===== config.mk =====
export PLATFORM = sky130hd
export DESIGN_NAME = fruit_template_sad_flat
export DESIGN_NICKNAME = d
export VERILOG_FILES = /design/src/rtl/fruit_template_sad_if.sv /design/src/rtl/fruit_template_sad.sv /design/src/flat_wrapper.sv
export SDC_FILE = /design/constraint.sdc
export NUM_CORES = 1
export LEC_CHECK = 0
export CORE_MARGIN = 2
export CORE_UTILIZATION = 30
export DETAILED_ROUTE_END_ITERATION = 10
export PLACE_DENSITY_LB_ADDON = 0.25
export SYNTH_ARGS = -nofsm -noshare
export SYNTH_HDL_FRONTEND = slang
export SYNTH_SLANG_ARGS = --single-unit

===== constraint.sdc =====
create_clock -name clk -period 4.1 [get_ports clk]
set_clock_uncertainty 0.1 [all_clocks]
set_input_delay 0.615 -clock clk [delete_from_list [all_inputs] [get_ports clk]]
set_output_delay 0.615 -clock clk [all_outputs]
set_load 0.05 [all_outputs]

===== src/rtl/fruit_template_sad_if.sv =====
// Bus bundle between the SAD engine, its template ROM and the feature stream.
interface fruit_template_sad_if #(
    parameter int ADDR_WIDTH = 11,
    parameter int DATA_WIDTH = 8
);
    logic [ADDR_WIDTH-1:0] rom_addr;
    logic [DATA_WIDTH-1:0] rom_rd_data;
    logic                  feat_valid;
    logic [DATA_WIDTH-1:0] feat_data;
    logic                  feat_ready;

    // Engine side: drives the ROM address and the stream ready.
    modport master (
        output rom_addr,
        output feat_ready,
        input  rom_rd_data,
        input  feat_valid,
        input  feat_data
    );

    // ROM / feature source side.
    modport slave (
        input  rom_addr,
        input  feat_ready,
        output rom_rd_data,
        output feat_valid,
        output feat_data
    );
endinterface


===== src/rtl/fruit_template_sad.sv =====
// Template ROM read engine: walks ROM addresses 0..LENGTH-1, pairs each byte
// with one streamed feature sample and accumulates the sum of absolute
// differences. The address is held while waiting for ROM data and stream data.
module fruit_template_sad #(
    parameter int ADDR_WIDTH = 11,
    parameter int DATA_WIDTH = 8,
    parameter int LENGTH     = 2048,
    parameter int RD_LATENCY = 1,
    parameter int SAD_WIDTH  = ADDR_WIDTH + DATA_WIDTH
) (
    input  logic                  clk,
    input  logic                  rst,
    input  logic                  start,
    input  logic                  abort,
    output logic                  busy,
    output logic [SAD_WIDTH-1:0]  sad,
    output logic                  done,
    fruit_template_sad_if.master  bus
);

    typedef enum logic [1:0] {
        IDLE = 2'd0,
        WAIT = 2'd1,
        CMP  = 2'd2
    } state_t;

    localparam logic [ADDR_WIDTH-1:0] LAST_ADDR = ADDR_WIDTH'(LENGTH - 1);
    localparam logic [1:0]            LAT       = 2'(RD_LATENCY);

    state_t                state;
    logic [1:0]            wait_cnt;
    logic [SAD_WIDTH-1:0]  acc;
    logic [DATA_WIDTH:0]   diff;
    logic [SAD_WIDTH-1:0]  acc_next;

    // Ready only in CMP; abort suppresses it so an aborted sample is not consumed.
    always_comb begin
        bus.feat_ready = (state == CMP) && !abort;
    end

    // Unsigned absolute difference, one bit wider than the samples.
    always_comb begin
        diff = '0;
        if (bus.feat_data >= bus.rom_rd_data)
            diff = {1'b0, bus.feat_data} - {1'b0, bus.rom_rd_data};
        else
            diff = {1'b0, bus.rom_rd_data} - {1'b0, bus.feat_data};
        acc_next = acc + SAD_WIDTH'(diff);
    end

    // Scan FSM with registered address, busy, done and result.
    always_ff @(posedge clk) begin
        if (rst) begin
            state        <= IDLE;
            wait_cnt     <= '0;
            acc          <= '0;
            busy         <= 1'b0;
            done         <= 1'b0;
            sad          <= '0;
            bus.rom_addr <= '0;
        end else begin
            done <= 1'b0;
            case (state)
                IDLE: begin
                    if (start && !abort) begin
                        state        <= WAIT;
                        bus.rom_addr <= '0;
                        acc          <= '0;
                        wait_cnt     <= LAT;
                        busy         <= 1'b1;
                    end
                end
                WAIT: begin
                    if (abort) begin
                        state        <= IDLE;
                        busy         <= 1'b0;
                        bus.rom_addr <= '0;
                    end else begin
                        wait_cnt <= wait_cnt - 2'd1;
                        if (wait_cnt == 2'd1)
                            state <= CMP;
                    end
                end
                CMP: begin
                    if (abort) begin
                        state        <= IDLE;
                        busy         <= 1'b0;
                        bus.rom_addr <= '0;
                    end else if (bus.feat_valid) begin
                        acc <= acc_next;
                        if (bus.rom_addr == LAST_ADDR) begin
                            sad          <= acc_next;
                            done         <= 1'b1;
                            busy         <= 1'b0;
                            state        <= IDLE;
                            bus.rom_addr <= '0;
                        end else begin
                            bus.rom_addr <= bus.rom_addr + 1'b1;
                            wait_cnt     <= LAT;
                            state        <= WAIT;
                        end
                    end
                end
                default: begin
                    state <= IDLE;
                    busy  <= 1'b0;
                end
            endcase
        end
    end

endmodule


===== src/flat_wrapper.sv =====
// flat-port wrapper written by rule: the top's interface ports become plain ports
module fruit_template_sad_flat 
#(
    parameter int ADDR_WIDTH = 11,
    parameter int DATA_WIDTH = 8,
    parameter int LENGTH     = 2048,
    parameter int RD_LATENCY = 1,
    parameter int SAD_WIDTH  = ADDR_WIDTH + DATA_WIDTH
)
  (clk, rst, start, abort, busy, sad, done, bus_rom_addr, bus_feat_ready, bus_rom_rd_data, bus_feat_valid, bus_feat_data);
  fruit_template_sad_if #(.ADDR_WIDTH(ADDR_WIDTH), .DATA_WIDTH(DATA_WIDTH)) bus_i ();
  input  logic clk;
  input  logic rst;
  input  logic start;
  input  logic abort;
  output logic busy;
  output logic [SAD_WIDTH-1:0] sad;
  output logic done;
  output wire logic [$bits(bus_i.rom_addr)-1:0] bus_rom_addr;
  output wire logic [$bits(bus_i.feat_ready)-1:0] bus_feat_ready;
  input wire logic [$bits(bus_i.rom_rd_data)-1:0] bus_rom_rd_data;
  input wire logic [$bits(bus_i.feat_valid)-1:0] bus_feat_valid;
  input wire logic [$bits(bus_i.feat_data)-1:0] bus_feat_data;
  assign bus_rom_addr = bus_i.rom_addr;
  assign bus_feat_ready = bus_i.feat_ready;
  assign bus_i.rom_rd_data = bus_rom_rd_data;
  assign bus_i.feat_valid = bus_feat_valid;
  assign bus_i.feat_data = bus_feat_data;
  fruit_template_sad #(.ADDR_WIDTH(ADDR_WIDTH), .DATA_WIDTH(DATA_WIDTH), .LENGTH(LENGTH), .RD_LATENCY(RD_LATENCY), .SAD_WIDTH(SAD_WIDTH)) u_core (.clk(clk), .rst(rst), .start(start), .abort(abort), .busy(busy), .sad(sad), .done(done), .bus(bus_i));
endmodule

; ---- Yosys cells after proc, flatten, opt, wreduce, memory -nomap -nowiden
; Index checks and enable logic that the tools add are counted.
[word_totals]
regBits = 55
input_bits = 21
out_inout_bits = 33
word_cells = 72
[classes]
addsub = 5
n_lt_le_gt_ge = 1
n_eq_ne = 13
mux = 30
n_bitwise = 3
n_reduce_logical = 13
[op_table]
columns = cell, count
row1 = 19-bit two-way mux, 3
row2 = 11-bit two-way mux, 5
row3 = 19-bit case mux with 2 select lines, 1
row4 = 11-bit case mux with 3 select lines, 1
row5 = 19-bit by 9-bit adder with 19-bit output, 1
row6 = 2-bit two-way mux, 9
row7 = 8-bit by 8-bit subtractor with 9-bit output, 2
row8 = 4-bit AND reduction, 4
row9 = 2-bit case mux with 3 select lines, 2
row10 = "11-bit by 1-bit adder with 11-bit output, second input constant", 1
row11 = "11-bit == test, second input constant", 1
row12 = "2-bit inequality test, second input constant", 5
row13 = 9-bit two-way mux, 1
row14 = 8-bit >= comparator, 1
row15 = 1-bit two-way mux, 7
row16 = "3-bit inequality test, second input constant", 2
row17 = 6-bit AND reduction, 1
row18 = "2-bit by 1-bit == test with 1-bit output, second input constant", 2
row19 = 4-bit OR reduction, 1
row20 = "3-bit by 2-bit inequality test with 1-bit output, second input constant", 1
row21 = 1-bit NOT, 3
row22 = 1-bit case mux with 3 select lines, 1
row23 = 3-bit AND reduction, 1
row24 = 3-bit nonzero test, 1
row25 = other kinds (7), 8

; ---- Logic depth before layout (Yosys ltp)
; Gate-level depths: netlist of run 1.
[logic_depth]
ltp_word = 6
depth_mapped = 17
depth_no_buf = 16

; ---- Worst setup path after synthesis of run 1
; Ideal clock, no wire load.
[synth_path]
path_kind = in2reg
start = input bus_feat_data[2]
end = register u_core.sad[9]
setup_ns = 0.122
arrival_ns = 3.978
required_time_ns = 3.878
slack_ns = -0.100
cell_stages = 17
path_buffers = 2
cell_sequence = inv_1 -> ha_1 -> clkbuf_1 -> o21ai_0 -> a21oi_1 -> o41a_1 -> a31oi_4 -> mux2i_1 -> xor2_1 -> ha_1 -> o21a_1 -> o21a_1 -> o22a_1 -> a31oi_1 -> clkbuf_1 -> nor4_2 -> a311o_1
[synth_via]
elab_chain_cells = 3
elab_cells_between_ends = 5
classes_between = add/sub (3) / order compare (1) / mux (1)
[synth_rtl]
columns = item, line
row1 = from (decl), flat_wrapper.sv:23  ; input wire logic [$bits(bus_i.feat_data)-1:0] bus_feat_data;
row2 = "8-bit by 8-bit subtractor with 9-bit output, or another cell as far along", fruit_template_sad.sv:47  ; diff = {1'b0, bus.rom_rd_data} - {1'b0, bus.feat_data};
row3 = 9-bit two-way mux (*), fruit_template_sad.sv:44  ; if (bus.feat_data >= bus.rom_rd_data)
row4 = 19-bit by 9-bit adder with 19-bit output (*), fruit_template_sad.sv:48  ; acc_next = acc + SAD_WIDTH'(diff);
row5 = to (signal assigned), fruit_template_sad.sv:92  ; sad <= acc_next;
row6 = to (decl), fruit_template_sad.sv:16  ; output logic [SAD_WIDTH-1:0] sad,
; Every way passes the cells marked *; elsewhere a longest branch is shown, timed or not.
; A chain may end at the register's enable or synchronous reset.

; ---- Final worst setup path of run 1
[layout_path]
start = input bus_rom_rd_data[4]
end = register u_core.acc[9]
[layout_via]
elab_chain_cells = 6
elab_cells_between_ends = 8
classes_between = add/sub (3) / order compare (1) / mux (4)
[layout_rtl]
columns = item, line
row1 = from (decl), flat_wrapper.sv:21  ; input wire logic [$bits(bus_i.rom_rd_data)-1:0] bus_rom_rd_data;
row2 = "8-bit by 8-bit subtractor with 9-bit output, or another cell as far along", fruit_template_sad.sv:47
row3 = 9-bit two-way mux (*), fruit_template_sad.sv:44
row4 = 19-bit by 9-bit adder with 19-bit output (*), fruit_template_sad.sv:48
row5 = 19-bit two-way mux (*), fruit_template_sad.sv:89  ; end else if (bus.feat_valid) begin
row6 = 19-bit two-way mux (*), fruit_template_sad.sv:85  ; if (abort) begin
row7 = 19-bit case mux with 2 select lines (*), fruit_template_sad.sv:63  ; case (state)
row8 = to (signal assigned), fruit_template_sad.sv:90  ; acc <= acc_next;
row9 = to (decl), fruit_template_sad.sv:32  ; logic [SAD_WIDTH-1:0] acc;
; Every way passes the cells marked *; elsewhere a longest branch is shown, timed or not. The select of a mux whose other input is x is not followed.

==> results of run 1 <==
==> timing repair <==
| item | CTS | global route |
|---|---|---|
| cloned | 1 | 0 |
| setup endpoints to repair | 20 | 22 |
| pin swaps | 22 | 25 |
| setup buffers | 7 | 3 |
| endpoints found under the hold margin | 0 | 0 |
| resized for setup | 52 | 45 |
==> metal layers <==
| metal | part of all wire [%] | GRT usage, % |
|---|---|---|
| met5 | 0 | 0 |
| met4 | 1.8 | 4.63 |
| met3 | 2.3 | 1.55 |
| met2 | 50 | 24.3 |
| met1 | 46 | 17.7 |
==> power by group <==
part	leakage, nW	total, W	switching (W)	internal, W
Combinational	1.48	0.000373	0.000182	0.000190
Sequential	0.444	0.000548	0.00000787	0.000540
Clock	0.0875	0.000505	0.000197	0.000307
Total	2.01	0.00143	0.000388	0.00104
==> flip-flops by register name, summed over array words and instances (netlist names) <==
signal and flops:
u_core.done 1, u_core.acc 19, u_core.busy 1, u_core.bus.rom_addr 11
u_core.wait_cnt 2, u_core.sad 19, u_core.state 2
==> worst min-delay path: stages (launching register included) <==
cell and delay, ns:
dfxtp_1 0.31, nand2_1 0.05, a21oi_1 0.05
==> cell usage in the layout, fill, tap and decap left out, types with 9 or more instances in the layout <==
cell type	instances
nand2_1	35
ha_1	14
ha_4	9
inv_1	24
xnor2_1	10
buf_4	57
a21o_1	11
dfxtp_1	55
a21oi_1	32
nor3_1	9
xor2_1	13
nor2_1	46
clkdlybuf4s50_1	37
o21ai_0	21
==> metrics by stage <==
step                total power, W  setup WS, ns  setup TNS [ns]  utilization [%]
finish                     0.00143        0.0985               0             44.0
global route               0.00150       -0.0473          -0.233             44.0
CTS                        0.00142        0.0118               0             42.9
detailed placement        0.000883        -0.546          -10.80             39.7
global placement          0.000877        -0.466           -8.63             39.7
floorplan                 0.000754       -0.0417         -0.0417                -
==> path summary, 6_finish.rpt <==
kind                      start             end  slack, ns  cells past startpoint
max reg2reg     u_core.state[1]  u_core.acc[12]       1.58                      6
min reg2reg       u_core.sad[2]   u_core.sad[2]       0.36                      2
max          bus_rom_rd_data[4]   u_core.acc[9]        0.1                     19
min               u_core.sad[2]   u_core.sad[2]       0.36                      2
==> area by class of cell <==
cell class	instances	area, µm²
clock buffer	6	139
clock inverter	2	38.8
fill	1146	6450
inverter	32	120
multi-input combinational	331	2500
sequential	55	1100
tap	143	179
timing repair buffer	116	988
==> cells by family (layout without fill, tap and decap cells) <==
group                      count (synthesis)  in the layout
muxes                                      9              9
AOI/OAI and AO/OA                        130            130
DFF                                       55             55
buffers and inverters                     54            156
xor gates and xnor gates                  24             24
and+or+nand+nor                          138            138
adders and majority gates                 30             30
==> summary.md, run 1 <==
| Metric | Value |
|---|---|
| Antenna Cells | `0` |
| Initial antenna violation count | `0` |
| Endpoints failing setup | `0` |
| Crit path launch type | `primary input` |
| Final min period | `4.00 ns` |
| Drt total wl | `about 9100 µm` |
| Pins Over Slew Limit | `0` |
| Max FO, Critical Path | `8` |
| CTS H-tree depth | `2` |
| Sequential area share after synthesis | `a little under a third` |
| Cell taking the most area after synthesis | `dfxtp_1` |
| Initial Utilization | `a little under a third` |
| Die W | `113 µm` |
| Gr usage total | `between 10% and 20%` |
| Synth top cells by count | `55 x dfxtp_1, 48 x nor2_1, 35 x nand2_1` |
| Hold Fails Final Rpt | `0` |
| Final GP Congestion | `just over 0.8` |
| Worst IR Drop VDD | `0.163 mV` |
| Post-synthesis xor/xnor area fraction | `under 10%` |
| DRC viols | `2` |
| CP dominant cell by count | `buf_6` |
| Area Growth Syn to Fin | `41.6%` |
| F_max | `~250 MHz` |
| CTS root buffer | `clkbuf_16` |
| Setup CP Type | `primary input to register` |
| CTS clk-pin slew, worst paths | `roughly 0.070 ns` |
| Worst path top cell family by delay | `compound AO/OA/AOI/OAI gates` |
| Async set or reset register ratio after synthesis | `0%` |
| Count of input and output buffers | `53` |
| Clock insertion delay at the later pin of the skew report | `0.29 ns` |
| WP buf/inv | `5` |
| 1st-iter DRT viols | `roughly 160` |
| Critical Path RT | `around 4.2 ns` |
| Synth Register Bits | `55` |
| CP Capture Type | `register` |
| Mux share of post-synthesis cell area | `under 10%` |
| Adder-Cell Fraction of Synth Area | `between 10% and 20%` |
| Vias per inst | `about 5.0` |
| Core area | `0.0115 mm²` |
| Actual transition at the worst max-transition pin | `roughly 0.54 ns` |
| CTS buffer count | `5` |
| Worst hold slack | `0.357 ns` |
| Routed vias | `around 3400` |
| Post-DP HPWL | `between 6000 and 7000 µm` |
| Yosys cell types | `60` |
| Status | `finished with violations` |
| Vias in the first global route | `between 3000 and 4000` |
| Post-route ant nets | `0` |
| Die H | `~110 µm` |
| Placed cell count | `between 600 and 700` |
| TritonRoute pass-1 iters | `7` |
| Final layout net count | `592` |
| CTS Sinks | `55` |
| Crit-path cells | `clkdlybuf4s15_1 > ha_4 > and4_1 > a21o_1 > a21o_1 > a31oi_4 > buf_6 > buf_6 > a31oi_2 > xor2_1 > ha_1 > o21a_1 > o21a_1 > o22a_1 > a31oi_4 > buf_6 > buf_4 > or4_4 > nand3_2` |
| Ranking of synthesized cells by area | `dfxtp_1 31%, ha_1 9.4%, nor2_1 5.0%` |
| Largest family of logic cells by synthesized area | `compound AO/OA/AOI/OAI gates` |
| Die area | `~0.013 mm²` |
| Max_slew headroom | `roughly 64%` |
| Predominant post-synthesis flop cell | `dfxtp_1` |
| Synth warn | `0` |
| CTS tree | `done` |
| Net count after synthesis | `around 500` |
| Synth Area in Compound Gates | `between 20% and 30%` |
| Crit-path slowest cell | `or4_4` |
| Leakage | `just over 2 nW` |
| Final Non-Filler Cells | `between 600 and 700` |
| Wire per inst | `13.3 µm` |
| Row count | `39` |
| Simple-gate share of the synthesized area | `between 10% and 20%` |
| Placed cell area | `approximately 0.0046 mm²` |
| Crit share post-route | `97.6%` |
| Slowest stage delay, CP | `roughly 0.41 ns` |
| Hold buffer count at CTS | `0` |
| I/O Pins | `54` |
| Design Area, Final | `between 0.005 and 0.006 mm²` |
| First-pass GRT wire length | `around 15000 µm` |
| Top-area cell type share of the netlist area | `30.8%` |
| Top-count cell post-synth | `dfxtp_1` |
| GR Overflow Total | `0` |
| Clk buf depth | `2` |
| Average instance area after synthesis | `8.14 µm²` |
| Post-synth EDFFs | `0` |
| HP Class | `register to register` |
| Largest net degree at the start of global routing | `35` |
| Post-Syn Area | `about 0.0036 mm²` |
| PwrDens | `about 280 mW/mm²` |
| Mapped Cells | `440` |
| Critical path arrival | `4.13 ns` |
| Failing checks | `design-rule violations` |
| MaxCap Viol Count | `0` |
| Share of cells above drive strength 1 | `around a quarter` |
Power figures use the tool's default switching activity.
==> run 2, diff against run 1 <==
--- a/config.mk
+++ b/config.mk
@@ -5,8 +5,10 @@
 export SDC_FILE = /design/constraint.sdc
 export NUM_CORES = 1
 export LEC_CHECK = 0
+export CELL_PAD_IN_SITES_DETAIL_PLACEMENT = 1
+export CELL_PAD_IN_SITES_GLOBAL_PLACEMENT = 2
 export CORE_MARGIN = 2
-export CORE_UTILIZATION = 30
+export CORE_UTILIZATION = 29
 export DETAILED_ROUTE_END_ITERATION = 10
 export PLACE_DENSITY_LB_ADDON = 0.25
 export SYNTH_ARGS = -nofsm -noshare
==> run 2 against run 1 <==
Net effect:
- the flow now finishes without violations
- sequential cell count stayed put
- first-iteration DRC count is 44% lower
- sequential share of layout area is 0.23 points higher
- sequential power hardly changed
- core utilization is 2.3 points lower
- die area is 3.3% higher
- critical path depth is 1 lower
- worst setup slack better by 0.088 ns
- highest routed layer unchanged
==> summary.md, run 2 (synthesis gave the netlist of run 1 again) <==
| Metric | Value |
|---|---|
| Clk buf depth | `2` |
| CTS clk-pin slew, worst paths | `around 0.070 ns` |
| Fin Setup TNS | `0 ns` |
| Crit share post-route | `95.5%` |
| CTS Sinks | `55` |
| Critical path arrival | `4.00 ns` |
| Gr usage total | `roughly 16%` |
| Hold buffer count at CTS | `0` |
| Initial antenna violation count | `0` |
| Antenna Cells | `0` |
| CTS root buffer | `clkbuf_16` |
| Final min period | `around 3.9 ns` |
| First-pass GRT wire length | `about 18000 µm` |
| GR Overflow Total | `0` |
| Hold Fails Final Rpt | `0` |
| Worst IR Drop VDD | `about 0.17 mV` |
| Status | `finished, final reports clean` |
| Most common library cell in the layout ignoring fill and taps | `buf_4` |
| Pins Over Slew Limit | `0` |
| Post-route ant nets | `0` |
| I/O Pins | `between 50 and 60` |
| Count of input and output buffers | `53` |
| Final Non-Filler Cells | `between 600 and 700` |
| Vias in the first global route | `between 3000 and 4000` |
| Drt total wl | `~11000 µm` |
| Routed vias | `3536` |
| Actual transition at the worst max-transition pin | `0.595 ns` |
| Largest regs | `u_core.acc (19), u_core.sad (19), u_core.bus.rom_addr (11)` |
| 1st-iter DRT viols | `87` |
| Crit path launch type | `primary input` |
| Vias per inst | `5.10` |
| Row count | `40` |
| Core area | `0.0120 mm²` |
| F_max | `between 200 and 300 MHz` |
| CTS tree | `done` |
| RSZ-0062 raised after global routing | `true` |
| Setup CP Type | `primary input to register` |
| Wire per inst | `15.1 µm` |
| Final layout net count | `597` |
| Most frequent cells in the layout | `62 x buf_4, 55 x dfxtp_1, 46 x nor2_1` |
| Max FO, Critical Path | `8` |
| Leakage | `2.01 nW` |
| HP Class | `register to register` |
| Die area | `0.0132 mm²` |
| TritonRoute pass-1 iters | `4` |
| Clock insertion delay at the later pin of the skew report | `just under 0.3 ns` |
| Core Util, Final | `41.7%` |
| Die W | `around 120 µm` |
| Endpoints failing setup | `0` |
| CP Capture Type | `register` |
| Tot Pwr | `between 0.001 and 0.0015 W` |
| Placed cell count | `roughly 680` |
| Critical Path RT | `around 4.2 ns` |
| Die H | `around 120 µm` |
| Area Growth Syn to Fin | `40.1%` |
| CTS H-tree depth | `2` |
| Initial Utilization | `29.8%` |
| Final GP Congestion | `about 0.85` |
| MaxCap Viol Count | `0` |
| Share of cells above drive strength 1 | `26.0%` |
| PwrDens | `between 200 and 300 mW/mm²` |
| Largest net degree at the start of global routing | `35` |
| DRC viols | `0` |
| Post-DP HPWL | `roughly 7800 µm` |
| CTS buffer count | `5` |
| Max_slew headroom | `60.2%` |
## run 2: cell types whose count changed in the layout (fill, tap and decap cells not counted), moves of 2 or more
| cell | before | now |
|---|---|---|
| a311oi_1 | 4 | 1 |
| a311oi_2 | 0 | 3 |
| buf_2 | 0 | 3 |
| buf_4 | 57 | 62 |
| clkbuf_2 | 7 | 13 |
| clkdlybuf4s15_1 | 7 | 0 |
| dlygate4sd2_1 | 2 | 0 |
| o21ai_1 | 1 | 5 |
| o21ai_2 | 5 | 2 |
## run 2: report_power, final
group | switching, W | internal (W)
combinational | 0.000186 | 0.000184
sequential | 0.00000829 | 0.000540
clock | 0.000193 | 0.000261
total | 0.000388 | 0.000985
## run 2: routing by layer
layer | track usage, % | wire (µm)
met1 | 19.7 | 4700
met5 | 0 | 0
met2 | 31.3 | 5530
met3 | 1.74 | 152
met4 | 3.86 | 119
## run 2: what timing repair did
item | 4_1_cts | 5_1_grt
setup endpoints to repair | 21 | 20
pin swaps | 19 | 14
resized for setup | 64 | 43
gates cloned | 1 | 0
setup buffers | 4 | 3
## run 2: final timing paths
check        slack (ns)  depth (start not counted)        startpoint        endpoint
min                0.36                          2     u_core.sad[4]   u_core.sad[4]
max                0.19                         18  bus_feat_data[1]   u_core.sad[9]
max reg2reg        1.50                          6   u_core.state[1]  u_core.acc[12]
min reg2reg        0.36                          2     u_core.sad[4]   u_core.sad[4]
## run 2: per-stage QoR
stage          setup WS (ns)  area, µm²  hold WS, ns
2_1_floorplan        -0.0417       3580        0.332
3_3_place_gp          -0.525       4640        0.349
3_5_place_dp          -0.622       4640        0.352
4_1_cts             0.000305       4990        0.362
5_1_grt              -0.0164       5010        0.396
6_report               0.186       5010        0.358
## run 2: area by class of cell
cell class / instances / area (µm²)
Clock buffer: 8 / 156
Fill cell: 1424 / 7000
Inverter: 32 / 120
Multi-Input combinational cell: 331 / 2470
Sequential cell: 55 / 1100
Tap cell: 147 / 184
Timing Repair Buffer: 121 / 983
## run 2: critical path, cell delays in order
cell     delay, ns
buf_2         0.12
buf_6         0.12
ha_2          0.18
nor2_2        0.09
a21oi_2       0.07
o41a_1        0.36
a31oi_4       0.29
buf_6         0.15
mux2i_2       0.20
xor2_1        0.16
ha_1          0.26
o21a_1        0.20
o21a_1        0.17
o22a_1        0.24
a31oi_4       0.22
buf_6         0.17
nor4_2        0.05
a311o_1       0.32
==> run 3, diff against run 2 <==
--- a/config.mk
+++ b/config.mk
@@ -11,6 +11,7 @@
 export CORE_UTILIZATION = 29
 export DETAILED_ROUTE_END_ITERATION = 10
 export PLACE_DENSITY_LB_ADDON = 0.25
+export SLEW_MARGIN = 25
 export SYNTH_ARGS = -nofsm -noshare
 export SYNTH_HDL_FRONTEND = slang
 export SYNTH_SLANG_ARGS = --single-unit
==> results of run 3 <==
Same layout as run 2: the final DEF is identical, and so are final timing and power.
